**src/rtl/dram_byte_reader_pkg.sv**
```systemverilog
// ----------------------------------------------------------------------------
// dla_dram_pkg : shared types and helpers for the DRAM byte reader
// Rev 1.0
// ----------------------------------------------------------------------------
`default_nettype none

package dla_dram_pkg;

  typedef enum logic [1:0] {
    IDLE  = 2'd0,
    READ  = 2'd1,
    DRAIN = 2'd2,
    DONE  = 2'd3
  } rd_state_e;

  function automatic int bytes_per(input int width);
    return width / 8;
  endfunction

endpackage

`default_nettype wire

```
**src/rtl/dram_byte_reader_if.sv**
```systemverilog
// ----------------------------------------------------------------------------
// dram_byte_reader_if : command, DRAM read port and packed output stream
// Rev 1.0
// ----------------------------------------------------------------------------
`default_nettype none

interface dram_byte_reader_if #(
  parameter int BYTE_ADDR_WIDTH = 13,
  parameter int LEN_WIDTH       = 16,
  parameter int OUT_WIDTH       = 32
);

  logic                       cmd_valid;
  logic                       cmd_ready;
  logic [BYTE_ADDR_WIDTH-1:0] cmd_addr;
  logic [LEN_WIDTH-1:0]       cmd_len;

  logic                       dram_en;
  logic [BYTE_ADDR_WIDTH-1:0] dram_rdaddr;
  logic [7:0]                 dram_rddata;

  logic                       out_valid;
  logic                       out_ready;
  logic [OUT_WIDTH-1:0]       out_data;
  logic                       out_last;

  modport master (
    input  cmd_valid, cmd_addr, cmd_len, dram_rddata, out_ready,
    output cmd_ready, dram_en, dram_rdaddr, out_valid, out_data, out_last
  );

  modport slave (
    output cmd_valid, cmd_addr, cmd_len, dram_rddata, out_ready,
    input  cmd_ready, dram_en, dram_rdaddr, out_valid, out_data, out_last
  );

endinterface

`default_nettype wire

```
**src/rtl/dram_byte_reader_packer.sv**
```systemverilog
// ----------------------------------------------------------------------------
// dram_byte_packer : little-endian byte packing into a valid/ready output word
// Rev 1.0
// ----------------------------------------------------------------------------
`default_nettype none

module dram_byte_packer
  import dla_dram_pkg::*;
#(
  parameter  int OUT_WIDTH   = 32,
  localparam int BytesPerOut = bytes_per(OUT_WIDTH),
  localparam int CntWidth    = $clog2(BytesPerOut) + 1
) (
  input  logic                 clk,
  input  logic                 rst_n,
  input  logic                 sync_rst,
  input  logic                 cap_en,
  input  logic                 cap_last,
  input  logic [7:0]           cap_byte,
  input  logic                 out_ready,
  output logic                 out_valid,
  output logic [OUT_WIDTH-1:0] out_data,
  output logic                 out_last,
  output logic [CntWidth-1:0]  pack_cnt,
  output logic                 final_acc
);

  logic [OUT_WIDTH-1:0] pack_q, pack_d, out_data_q, out_data_d, merged;
  logic [CntWidth-1:0]  pack_cnt_q, pack_cnt_d;
  logic                 out_valid_q, out_valid_d, out_last_q, out_last_d;
  logic                 pend_q, pend_d, pend_last_q, pend_last_d;
  logic                 accept, out_free, complete;

  always_comb begin
    accept      = out_valid_q & out_ready;
    out_free    = ~out_valid_q | accept;
    merged      = pack_q | (OUT_WIDTH'(cap_byte) << {pack_cnt_q, 3'b000});
    complete    = (pack_cnt_q + CntWidth'(1) == CntWidth'(BytesPerOut)) | cap_last;
    pack_d      = pack_q;
    pack_cnt_d  = pack_cnt_q;
    out_data_d  = out_data_q;
    out_valid_d = out_valid_q & ~accept;
    out_last_d  = out_last_q;
    pend_d      = pend_q;
    pend_last_d = pend_last_q;

    // A final partial word that met a stalled output waits here, fully merged.
    if (pend_q && out_free) begin
      out_data_d  = pack_q;
      out_valid_d = 1'b1;
      out_last_d  = pend_last_q;
      pack_d      = '0;
      pack_cnt_d  = '0;
      pend_d      = 1'b0;
    end

    if (cap_en) begin
      if (complete && out_free && !pend_q) begin
        out_data_d  = merged;
        out_valid_d = 1'b1;
        out_last_d  = cap_last;
        pack_d      = '0;
        pack_cnt_d  = '0;
      end else begin
        pack_d      = merged;
        pack_cnt_d  = pack_cnt_q + CntWidth'(1);
        if (complete) begin
          pend_d      = 1'b1;
          pend_last_d = cap_last;
        end
      end
    end
  end

  always_ff @(posedge clk or negedge rst_n) begin
    if (!rst_n) begin
      pack_q      <= '0;
      pack_cnt_q  <= '0;
      out_data_q  <= '0;
      out_valid_q <= 1'b0;
      out_last_q  <= 1'b0;
      pend_q      <= 1'b0;
      pend_last_q <= 1'b0;
    end else if (sync_rst) begin
      pack_q      <= '0;
      pack_cnt_q  <= '0;
      out_data_q  <= '0;
      out_valid_q <= 1'b0;
      out_last_q  <= 1'b0;
      pend_q      <= 1'b0;
      pend_last_q <= 1'b0;
    end else begin
      pack_q      <= pack_d;
      pack_cnt_q  <= pack_cnt_d;
      out_data_q  <= out_data_d;
      out_valid_q <= out_valid_d;
      out_last_q  <= out_last_d;
      pend_q      <= pend_d;
      pend_last_q <= pend_last_d;
    end
  end

  assign out_valid = out_valid_q;
  assign out_data  = out_data_q;
  assign out_last  = out_last_q;
  assign pack_cnt  = pack_cnt_q;
  assign final_acc = accept & out_last_q;

endmodule

`default_nettype wire

```
**src/rtl/dram_byte_reader.sv**
```systemverilog
// ----------------------------------------------------------------------------
// dram_byte_reader : byte-serial DRAM read DMA feeding a packed word stream
// Rev 1.0
// ----------------------------------------------------------------------------
`default_nettype none

module dram_byte_reader
  import dla_dram_pkg::*;
#(
  parameter int DATA_WIDTH = 64,
  parameter int ADDR_WIDTH = 10,
  parameter int OUT_WIDTH  = 32,
  parameter int LEN_WIDTH  = 16
) (
  input  logic                CLK,
  input  logic                ASYNC_RST,
  input  logic                SYNC_RST,
  dram_byte_reader_if.master  bus,
  output logic                busy,
  output logic                done
);

  localparam int AddrWidth   = ADDR_WIDTH + $clog2(DATA_WIDTH / 8);
  localparam int BytesPerOut = bytes_per(OUT_WIDTH);
  localparam int CntWidth    = $clog2(BytesPerOut) + 1;

  rd_state_e              state_q, state_d;
  logic [AddrWidth-1:0]   cur_addr_q, cur_addr_d;
  logic [LEN_WIDTH-1:0]   remaining_q, remaining_d;
  logic                   in_flight_q, in_flight_d, in_last_q, in_last_d;
  logic                   cmd_ready, dram_en, issue_ok;
  logic                   out_valid, final_acc;
  logic [CntWidth-1:0]    pack_cnt;
  logic [CntWidth+1:0]    fill_sum;

  dram_byte_packer #(.OUT_WIDTH(OUT_WIDTH)) u_packer (
    .clk       (CLK),
    .rst_n     (ASYNC_RST),
    .sync_rst  (SYNC_RST),
    .cap_en    (in_flight_q),
    .cap_last  (in_last_q),
    .cap_byte  (bus.dram_rddata),
    .out_ready (bus.out_ready),
    .out_valid (out_valid),
    .out_data  (bus.out_data),
    .out_last  (bus.out_last),
    .pack_cnt  (pack_cnt),
    .final_acc (final_acc)
  );

  // Only issue when the byte it produces is guaranteed a place to land.
  assign fill_sum = (CntWidth+2)'(pack_cnt) + (CntWidth+2)'(in_flight_q) + (CntWidth+2)'(1);
  assign issue_ok = (fill_sum < (CntWidth+2)'(BytesPerOut)) || !out_valid || bus.out_ready;

  always_comb begin
    state_d     = state_q;
    cur_addr_d  = cur_addr_q;
    remaining_d = remaining_q;
    in_flight_d = 1'b0;
    in_last_d   = 1'b0;
    cmd_ready   = 1'b0;
    dram_en     = 1'b0;
    done        = 1'b0;
    busy        = (state_q != IDLE);

    case (state_q)
      IDLE: begin
        cmd_ready = 1'b1;
        if (bus.cmd_valid) begin
          cur_addr_d  = bus.cmd_addr;
          remaining_d = bus.cmd_len;
          state_d     = (bus.cmd_len == '0) ? DONE : READ;
        end
      end
      READ: begin
        if (remaining_q != '0 && issue_ok) begin
          dram_en     = 1'b1;
          cur_addr_d  = cur_addr_q + AddrWidth'(1);
          remaining_d = remaining_q - LEN_WIDTH'(1);
          in_flight_d = 1'b1;
          in_last_d   = (remaining_q == LEN_WIDTH'(1));
          if (remaining_q == LEN_WIDTH'(1)) state_d = DRAIN;
        end
      end
      DRAIN: begin
        if (final_acc) state_d = DONE;
      end
      DONE: begin
        done    = 1'b1;
        state_d = IDLE;
      end
      default: state_d = IDLE;
    endcase
  end

  always_ff @(posedge CLK or negedge ASYNC_RST) begin
    if (!ASYNC_RST) begin
      state_q     <= IDLE;
      cur_addr_q  <= '0;
      remaining_q <= '0;
      in_flight_q <= 1'b0;
      in_last_q   <= 1'b0;
    end else if (SYNC_RST) begin
      state_q     <= IDLE;
      cur_addr_q  <= '0;
      remaining_q <= '0;
      in_flight_q <= 1'b0;
      in_last_q   <= 1'b0;
    end else begin
      state_q     <= state_d;
      cur_addr_q  <= cur_addr_d;
      remaining_q <= remaining_d;
      in_flight_q <= in_flight_d;
      in_last_q   <= in_last_d;
    end
  end

  assign bus.cmd_ready   = cmd_ready;
  assign bus.dram_en     = dram_en;
  assign bus.dram_rdaddr = dram_en ? cur_addr_q : '0;
  assign bus.out_valid   = out_valid;

endmodule

`default_nettype wire
```
**src/flat_wrapper.sv**
```systemverilog
// flat-port wrapper written by rule: the top's interface ports become plain ports
module dram_byte_reader_flat import dla_dram_pkg::*;
#(
  parameter int DATA_WIDTH = 64,
  parameter int ADDR_WIDTH = 10,
  parameter int OUT_WIDTH  = 32,
  parameter int LEN_WIDTH  = 16
)
  (CLK, ASYNC_RST, SYNC_RST, busy, done, bus_cmd_valid, bus_cmd_addr, bus_cmd_len, bus_dram_rddata, bus_out_ready, bus_cmd_ready, bus_dram_en, bus_dram_rdaddr, bus_out_valid, bus_out_data, bus_out_last);
  dram_byte_reader_if #(.LEN_WIDTH(LEN_WIDTH), .OUT_WIDTH(OUT_WIDTH)) bus_i ();
  input  logic CLK;
  input  logic ASYNC_RST;
  input  logic SYNC_RST;
  output logic busy;
  output logic done;
  input wire logic [$bits(bus_i.cmd_valid)-1:0] bus_cmd_valid;
  input wire logic [$bits(bus_i.cmd_addr)-1:0] bus_cmd_addr;
  input wire logic [$bits(bus_i.cmd_len)-1:0] bus_cmd_len;
  input wire logic [$bits(bus_i.dram_rddata)-1:0] bus_dram_rddata;
  input wire logic [$bits(bus_i.out_ready)-1:0] bus_out_ready;
  output wire logic [$bits(bus_i.cmd_ready)-1:0] bus_cmd_ready;
  output wire logic [$bits(bus_i.dram_en)-1:0] bus_dram_en;
  output wire logic [$bits(bus_i.dram_rdaddr)-1:0] bus_dram_rdaddr;
  output wire logic [$bits(bus_i.out_valid)-1:0] bus_out_valid;
  output wire logic [$bits(bus_i.out_data)-1:0] bus_out_data;
  output wire logic [$bits(bus_i.out_last)-1:0] bus_out_last;
  assign bus_i.cmd_valid = bus_cmd_valid;
  assign bus_i.cmd_addr = bus_cmd_addr;
  assign bus_i.cmd_len = bus_cmd_len;
  assign bus_i.dram_rddata = bus_dram_rddata;
  assign bus_i.out_ready = bus_out_ready;
  assign bus_cmd_ready = bus_i.cmd_ready;
  assign bus_dram_en = bus_i.dram_en;
  assign bus_dram_rdaddr = bus_i.dram_rdaddr;
  assign bus_out_valid = bus_i.out_valid;
  assign bus_out_data = bus_i.out_data;
  assign bus_out_last = bus_i.out_last;
  dram_byte_reader #(.DATA_WIDTH(DATA_WIDTH), .ADDR_WIDTH(ADDR_WIDTH), .OUT_WIDTH(OUT_WIDTH), .LEN_WIDTH(LEN_WIDTH)) u_core (.CLK(CLK), .ASYNC_RST(ASYNC_RST), .SYNC_RST(SYNC_RST), .bus(bus_i), .busy(busy), .done(done));
endmodule
```
**config.mk**
```make
export PLATFORM = sky130hd
export DESIGN_NAME = dram_byte_reader_flat
export DESIGN_NICKNAME = d
export VERILOG_FILES = /design/src/rtl/dram_byte_reader_pkg.sv /design/src/rtl/dram_byte_reader_if.sv /design/src/rtl/dram_byte_reader_packer.sv /design/src/rtl/dram_byte_reader.sv /design/src/flat_wrapper.sv
export SDC_FILE = /design/constraint.sdc
export NUM_CORES = 1
export LEC_CHECK = 0
export BUFFER_PORTS_ARGS = -buffer_cell sky130_fd_sc_hd__buf_2
export CAP_MARGIN = 20
export CORE_MARGIN = 5
export CORE_UTILIZATION = 50
export DETAILED_ROUTE_END_ITERATION = 12
export PLACE_DENSITY = 0.68
export SLEW_MARGIN = 20
export SYNTH_ARGS = -nofsm -noshare
export SYNTH_HDL_FRONTEND = slang
export SYNTH_SLANG_ARGS = --single-unit
```
**constraint.sdc**
```tcl
create_clock -name CLK -period 4.46 [get_ports CLK]
set_input_delay 0.892 -clock CLK [delete_from_list [all_inputs] [get_ports CLK]]
set_output_delay 0.892 -clock CLK [all_outputs]
set_load 0.01 [all_outputs]
```
Yosys cells after proc, flatten, opt, wreduce, memory -nomap -nowiden
Cells that the tools add are included.
Word-level totals
  register bits: 104
  latch bits: 0
  memory bits (writable): 0
  ROM bits: 0
  input port bits: 42
  output and inout bits: 51
  logic and storage cells: 109
  memories: 0
Cells by class
  $add $sub $neg: 5
  multiply operators: 0
  divide/modulo/power cells: 0
  magnitude comparators: 1
  eq/ne operators: 10
  shift operators: 1
  multiplexer cells: 53
  bitwise gates (word level): 8
  reduce and logical (&&, ||, !) cells: 19
Operators by type and width (count)
  $mux W32: 8
  $mux W13: 4
  $mux W16: 3
  $or A32 B32 Y32: 1
  $pmux W16 S2: 1
  $shl A8 B6 Y32: 1
  $pmux W13 S2: 1
  $mux W1: 25
  $eq A16 B1 Y1 const B: 1
  $logic_not A16 Y1: 1
  $reduce_bool A16 Y1: 1
  $sub A16 B1 Y16 const B: 1
  $add A13 B1 Y13 const B: 1
  $mux W2: 6
  $mux W3: 4
  $ne A3 B2 Y1 const B: 3
  $pmux W2 S4: 1
  $reduce_and A3 Y1: 2
  $reduce_bool A2 Y1: 3
  $reduce_bool A3 Y1: 2
  $add A5 B1 Y5 const B: 1
  $lt A5 B3 Y1 const B: 1
  $add A3 B1 Y4: 1
  $eq A2 B2 Y1 const B: 2
  other kinds (13): 22

Longest topological paths before layout
  depth after elaboration: 9
  mapped depth: 9
  gate-level depth less buffers: 7

Cells and area by module
Synthesis repeated with hierarchy kept, for this count alone.
Unflattened totals
  cell total of the unflattened synthesis: 637
  area, all modules: 6172.2 um^2
By module, submodules not included
  dram_byte_packer: times used 1, cells an instance 344, area an instance 3598.5 um^2, sequential area each 1776.7 um^2
  dram_byte_reader: times used 1, cells an instance 293, area an instance 2573.7 um^2, sequential area each 825.8 um^2

Worst setup path after synthesis
No wires, ideal clock.
  path kind: in2out
  from: in bus_out_ready
  to: out bus_dram_rdaddr[10]
  arrival: 1990 ps
  required time: 3568 ps
  path slack: 1578 ps
  stages on the path: 5
  path buffers: 1
  path through: nand2b_1 a311oi_2 nor2_2 clkbuf_1 and3_1
On the way
  cells in the longest elaborated chain, start to end: 5
RTL lines
  from (decl): line flat_wrapper.sv:20  | input wire logic [$bits(bus_i.out_ready)-1:0] bus_out_ready;
  $logic_or A1 B1 Y1: line dram_byte_reader.sv:53  | assign issue_ok = (fill_sum < (CntWidth+2)'(BytesPerOut)) || !out_valid || bus.out_ready;
  $logic_and A1 B1 Y1: line dram_byte_reader.sv:76  | if (remaining_q != '0 && issue_ok) begin
  $mux W1: line dram_byte_reader.sv:76
  $mux W1: line dram_byte_reader.sv:66  | case (state_q)
  $mux W13: line dram_byte_reader.sv:120  | assign bus.dram_rdaddr = dram_en ? cur_addr_q : '0;
  to (decl): line flat_wrapper.sv:23  | output wire logic [$bits(bus_i.dram_rdaddr)-1:0] bus_dram_rdaddr;
Every way passes these cells.

Worst setup path after layout
  from: reg u_core.u_packer.pack_cnt_q[0], in the netlist u_core.u_packer.pack_cnt[0]
  to: out bus_dram_rdaddr[12]
On the way
  cells in the longest elaborated chain, start to end: 9
RTL lines
  from (decl): line dram_byte_reader_packer.sv:29  | logic [CntWidth-1:0] pack_cnt_q, pack_cnt_d;
  from (signal assigned): line dram_byte_reader_packer.sv:94  | pack_cnt_q <= pack_cnt_d;
  $add A3 B1 Y4: line dram_byte_reader.sv:52  | assign fill_sum = (CntWidth+2)'(pack_cnt) + (CntWidth+2)'(in_flight_q) + (CntWidth+2)'(1);
  $add A5 B1 Y5: line dram_byte_reader.sv:52
  $lt A5 B3 Y1: line dram_byte_reader.sv:53
  $logic_or A1 B1 Y1 (2 in a row): line dram_byte_reader.sv:53
  $logic_and A1 B1 Y1: line dram_byte_reader.sv:76
  $mux W1: line dram_byte_reader.sv:76
  $mux W1: line dram_byte_reader.sv:66
  $mux W13: line dram_byte_reader.sv:120
Every way passes these cells.

==> run summary <==
Status: completed
Final setup margin: 0.992 ns
Max Root-Sink Buffers: 2
Syn Area/Cell: 8.54 um2
# setup viols final: 0
Hold endpoint: u_core.u_packer.pack_q[26]
RePlAce Congestion: 0.922
Antenna violations before repair: 0
Fill cells: 1019
H-tree levels: 3
Met1 global-route usage: 33.7%
Largest cells by area after synthesis: dfrtp_1 46%, nor2_1 8.2%, a21oi_1 6.5%
Post_cts resized: 0
GRT Total Usage: 23.5%
CP required: 3.57 ns
Dpl ws: 1.25 ns
Slew Viols, Final: 0
Hpwl dp: 10.7 mm
Synth warnings: 0
Chip Height: 117 um
Worst Max-Slew Pin Slew: 1.06 ns
RR Startpoint: u_core.u_packer.pack_cnt[0]
FFs w/ async S/R, synth: 100%
Worst vdd ir: 0.000292 V
Critical Path AT: 2.58 ns
Crit Path Max Fanout: 27
Clock latency on the worst-skew pair: 0.35 ns
Slew HR: 28.9%
Comb power frac: 35.8%
Layout cells sized above 1: 20.1%
CTS tree: built
Post-route insts no fill: 879
Pin count of the biggest net entering global routing: 85
Initial drt markers: 553
Setup repair after global routing missed its margin: no
Die Area: 13600 um2
Worst Setup Path Type: reg2out
Fmax: 288 MHz
Synthesized Nets: 721
Router iterations before antenna repair: 5
Skew final: 0.0103 ns
R2R setup slack: 1.62 ns
Startpoint Class: flip-flop
Synth Flop Type: dfrtp_1
CTS clock-pin slew for the worst setup and hold paths: 0.07 ns
Synthesized cell area: 5700 um2
Static Leakage: 3.13 nW
GR peak layer: met2
Syn-to-layout area delta: 14.6%
Final period util: 77.8%
Hold/Removal Path Class: reg2reg
Root Driver: clkbuf_16
Std-Cell Rows: 39
DR WL/cell: 17.9 um
Final Hold Viols: 0
Num CTS Buffers: 9
Post-route DRC: 0
Ant diodes: 0
Post-synth EDFFs: 0
Hold path startpoint: u_core.u_packer.pack_q[26]
Syn Inst Count: 668
First-pass GRT wire length: 25.5 mm
Max Cap Viol: 0
Top-count cell post-synth: nor2_1
Die Wd: 117 um
Share of the yosys chip area belonging to registers: 45.6%
Routed Wire Length: 15.7 mm
Met2 GRT Util: 36.5%
Setup TNS: 0 ns
Internal: 1.98 mW
Met3 usage: 4.32%
IO buf count: 92
Yosys top cell by area: dfrtp_1
Total number of vias: 5420
Clock sinks: 104
IO Pins: 93
Seq cells post-synth: 104
Placed insts: 863
Global route overflow: 0
Worst reg-to-reg path cell count: 8
Switch Pwr: 1.32 mW
Core Footprint: 11300 um2
WHS Path Cells: 2
Vias in the first global route: 5019
Final Power: 3.31 mW
RR Endpoint: u_core.remaining_q[1]
Clk pwr share: 25.8%
Initial Util: 50.4%
Antenna Violating Nets Remaining: 0
P per Cell Area: 506 nW/um2
Post-CTS setup buffer count: 0
Worst setup EP type: output port
Hold-fix buffer count after cts: 0
Nets: 784
Minimum clock period: 3.47 ns
Switching part of the total power: 40.1%
Most frequent cells after synthesis: 124 x nor2_1, 104 x dfrtp_1, 74 x a21oi_1
Sequential share of power: 38.5%
DR vias/cell: 6.17
Netlist cell types: 66
Post-synth top area share: 45.6%
## worst max-delay path: stages, from the launching register on
cell      delay (ns)
dfrtp_1         0.48
ha_1            0.26
ha_1            0.20
and2_1          0.18
a311oi_2        0.46
nor2_2          0.07
buf_4           0.22
and3_1          0.21
buf_2           0.13
## layout make-up
class	count	area, um2	area share, %
clock buffer	11	253	3.87
sequential	104	2600	39.8
multi-input combinational	500	2840	43.4
clock inverter	5	67.6	1.03
tap	143	179	2.74
timing repair buffer	103	549	8.40
inverter	13	48.8	0.747
## power by group through the flow
| stage | registers [mW] | clock network (mW) | logic [mW] |
|---|---|---|---|
| 5_1_grt | 1.30 | 0.898 | 1.30 |
| 3_3_place_gp | 1.27 | 0 | 1.14 |
| 6_report | 1.27 | 0.852 | 1.18 |
| 3_5_place_dp | 1.28 | 0 | 1.16 |
| 4_1_cts | 1.26 | 0.866 | 1.17 |
| 2_1_floorplan | 1.21 | 0 | 0.909 |
## routing by layer
| metal | share of wire (%) | up-vias |
|---|---|---|
| met5 | 0 | - |
| met4 | 2.2 | 0 |
| met3 | 6.7 | 31 |
| met2 | 47 | 218 |
| met1 | 44 | 2658 |
| li1 | - | 2513 |
## metrics by stage
stage          area, um2  hold slack, ns  util, %
3_3_place_gp        6210           0.478     54.9
6_report            6540           0.501     57.7
3_5_place_dp        6210           0.486     54.9
5_1_grt             6540           0.525     57.7
4_1_cts             6530           0.503     57.7
2_1_floorplan       5700           0.463        -
## flip-flops by register name (all words and copies together), names as in the netlist
signal                       flops
u_core.u_packer.out_data        32
u_core.u_packer.pack_q          32
u_core.remaining_q              16
u_core.cur_addr_q               13
u_core.u_packer.pack_cnt         3
u_core.state_q                   2
u_core.in_flight_q               1
u_core.in_last_q                 1
u_core.u_packer.out_last         1
u_core.u_packer.out_valid        1
u_core.u_packer.pend_last_q      1
u_core.u_packer.pend_q           1
## cell families (layout without fill, tap and decap cells)
group           Yosys count  count (layout)  synth area share (%)
flops                   104             104                  45.6
simple gates            328             328                  28.1
fa+ha+maj                12              12                  2.59
mux                       7               7                  1.32
compound gates          153             153                  17.5
buf+inv                  64             132                  4.89
## cells in the final DEF (no fill, tap or decap), types with 4 or more instances in the layout
master     instances
a31oi_1            6
o21ai_0           12
a32o_1             5
nor2b_1            5
o211ai_1           7
inv_1             13
nand4_1           10
nor4_1            12
and3_1            15
o22ai_1            5
ha_1              11
nor2_1           122
nor3_1            46
nand2b_1           6
buf_4             11
a22o_1             6
or4_1              5
nor2_2             5
a22oi_1            8
a21oi_1           73
nor4_2             4
nand2_1           60
buf_2             91
dfrtp_1          104
clkbuf_16          9
nand3_1           15
## how the worst max path moves through the flow
stage / slack, ns / endpoint / startpoint / cells past startpoint
2_1_floorplan: 1.58 / bus_dram_rdaddr[10] / bus_out_ready / 5
3_3_place_gp: 1.31 / bus_dram_rdaddr[8] / bus_out_ready / 7
3_5_place_dp: 1.25 / bus_dram_rdaddr[12] / bus_out_ready / 7
4_1_cts: 1.0 / bus_dram_rdaddr[12] / u_core.u_packer.pack_cnt[0] / 8
5_1_grt: 0.86 / bus_dram_rdaddr[0] / u_core.u_packer.pack_cnt[0] / 8
6_report: 0.99 / bus_dram_rdaddr[12] / u_core.u_packer.pack_cnt[0] / 8
Note: power is estimated with default switching activity, not from simulation.
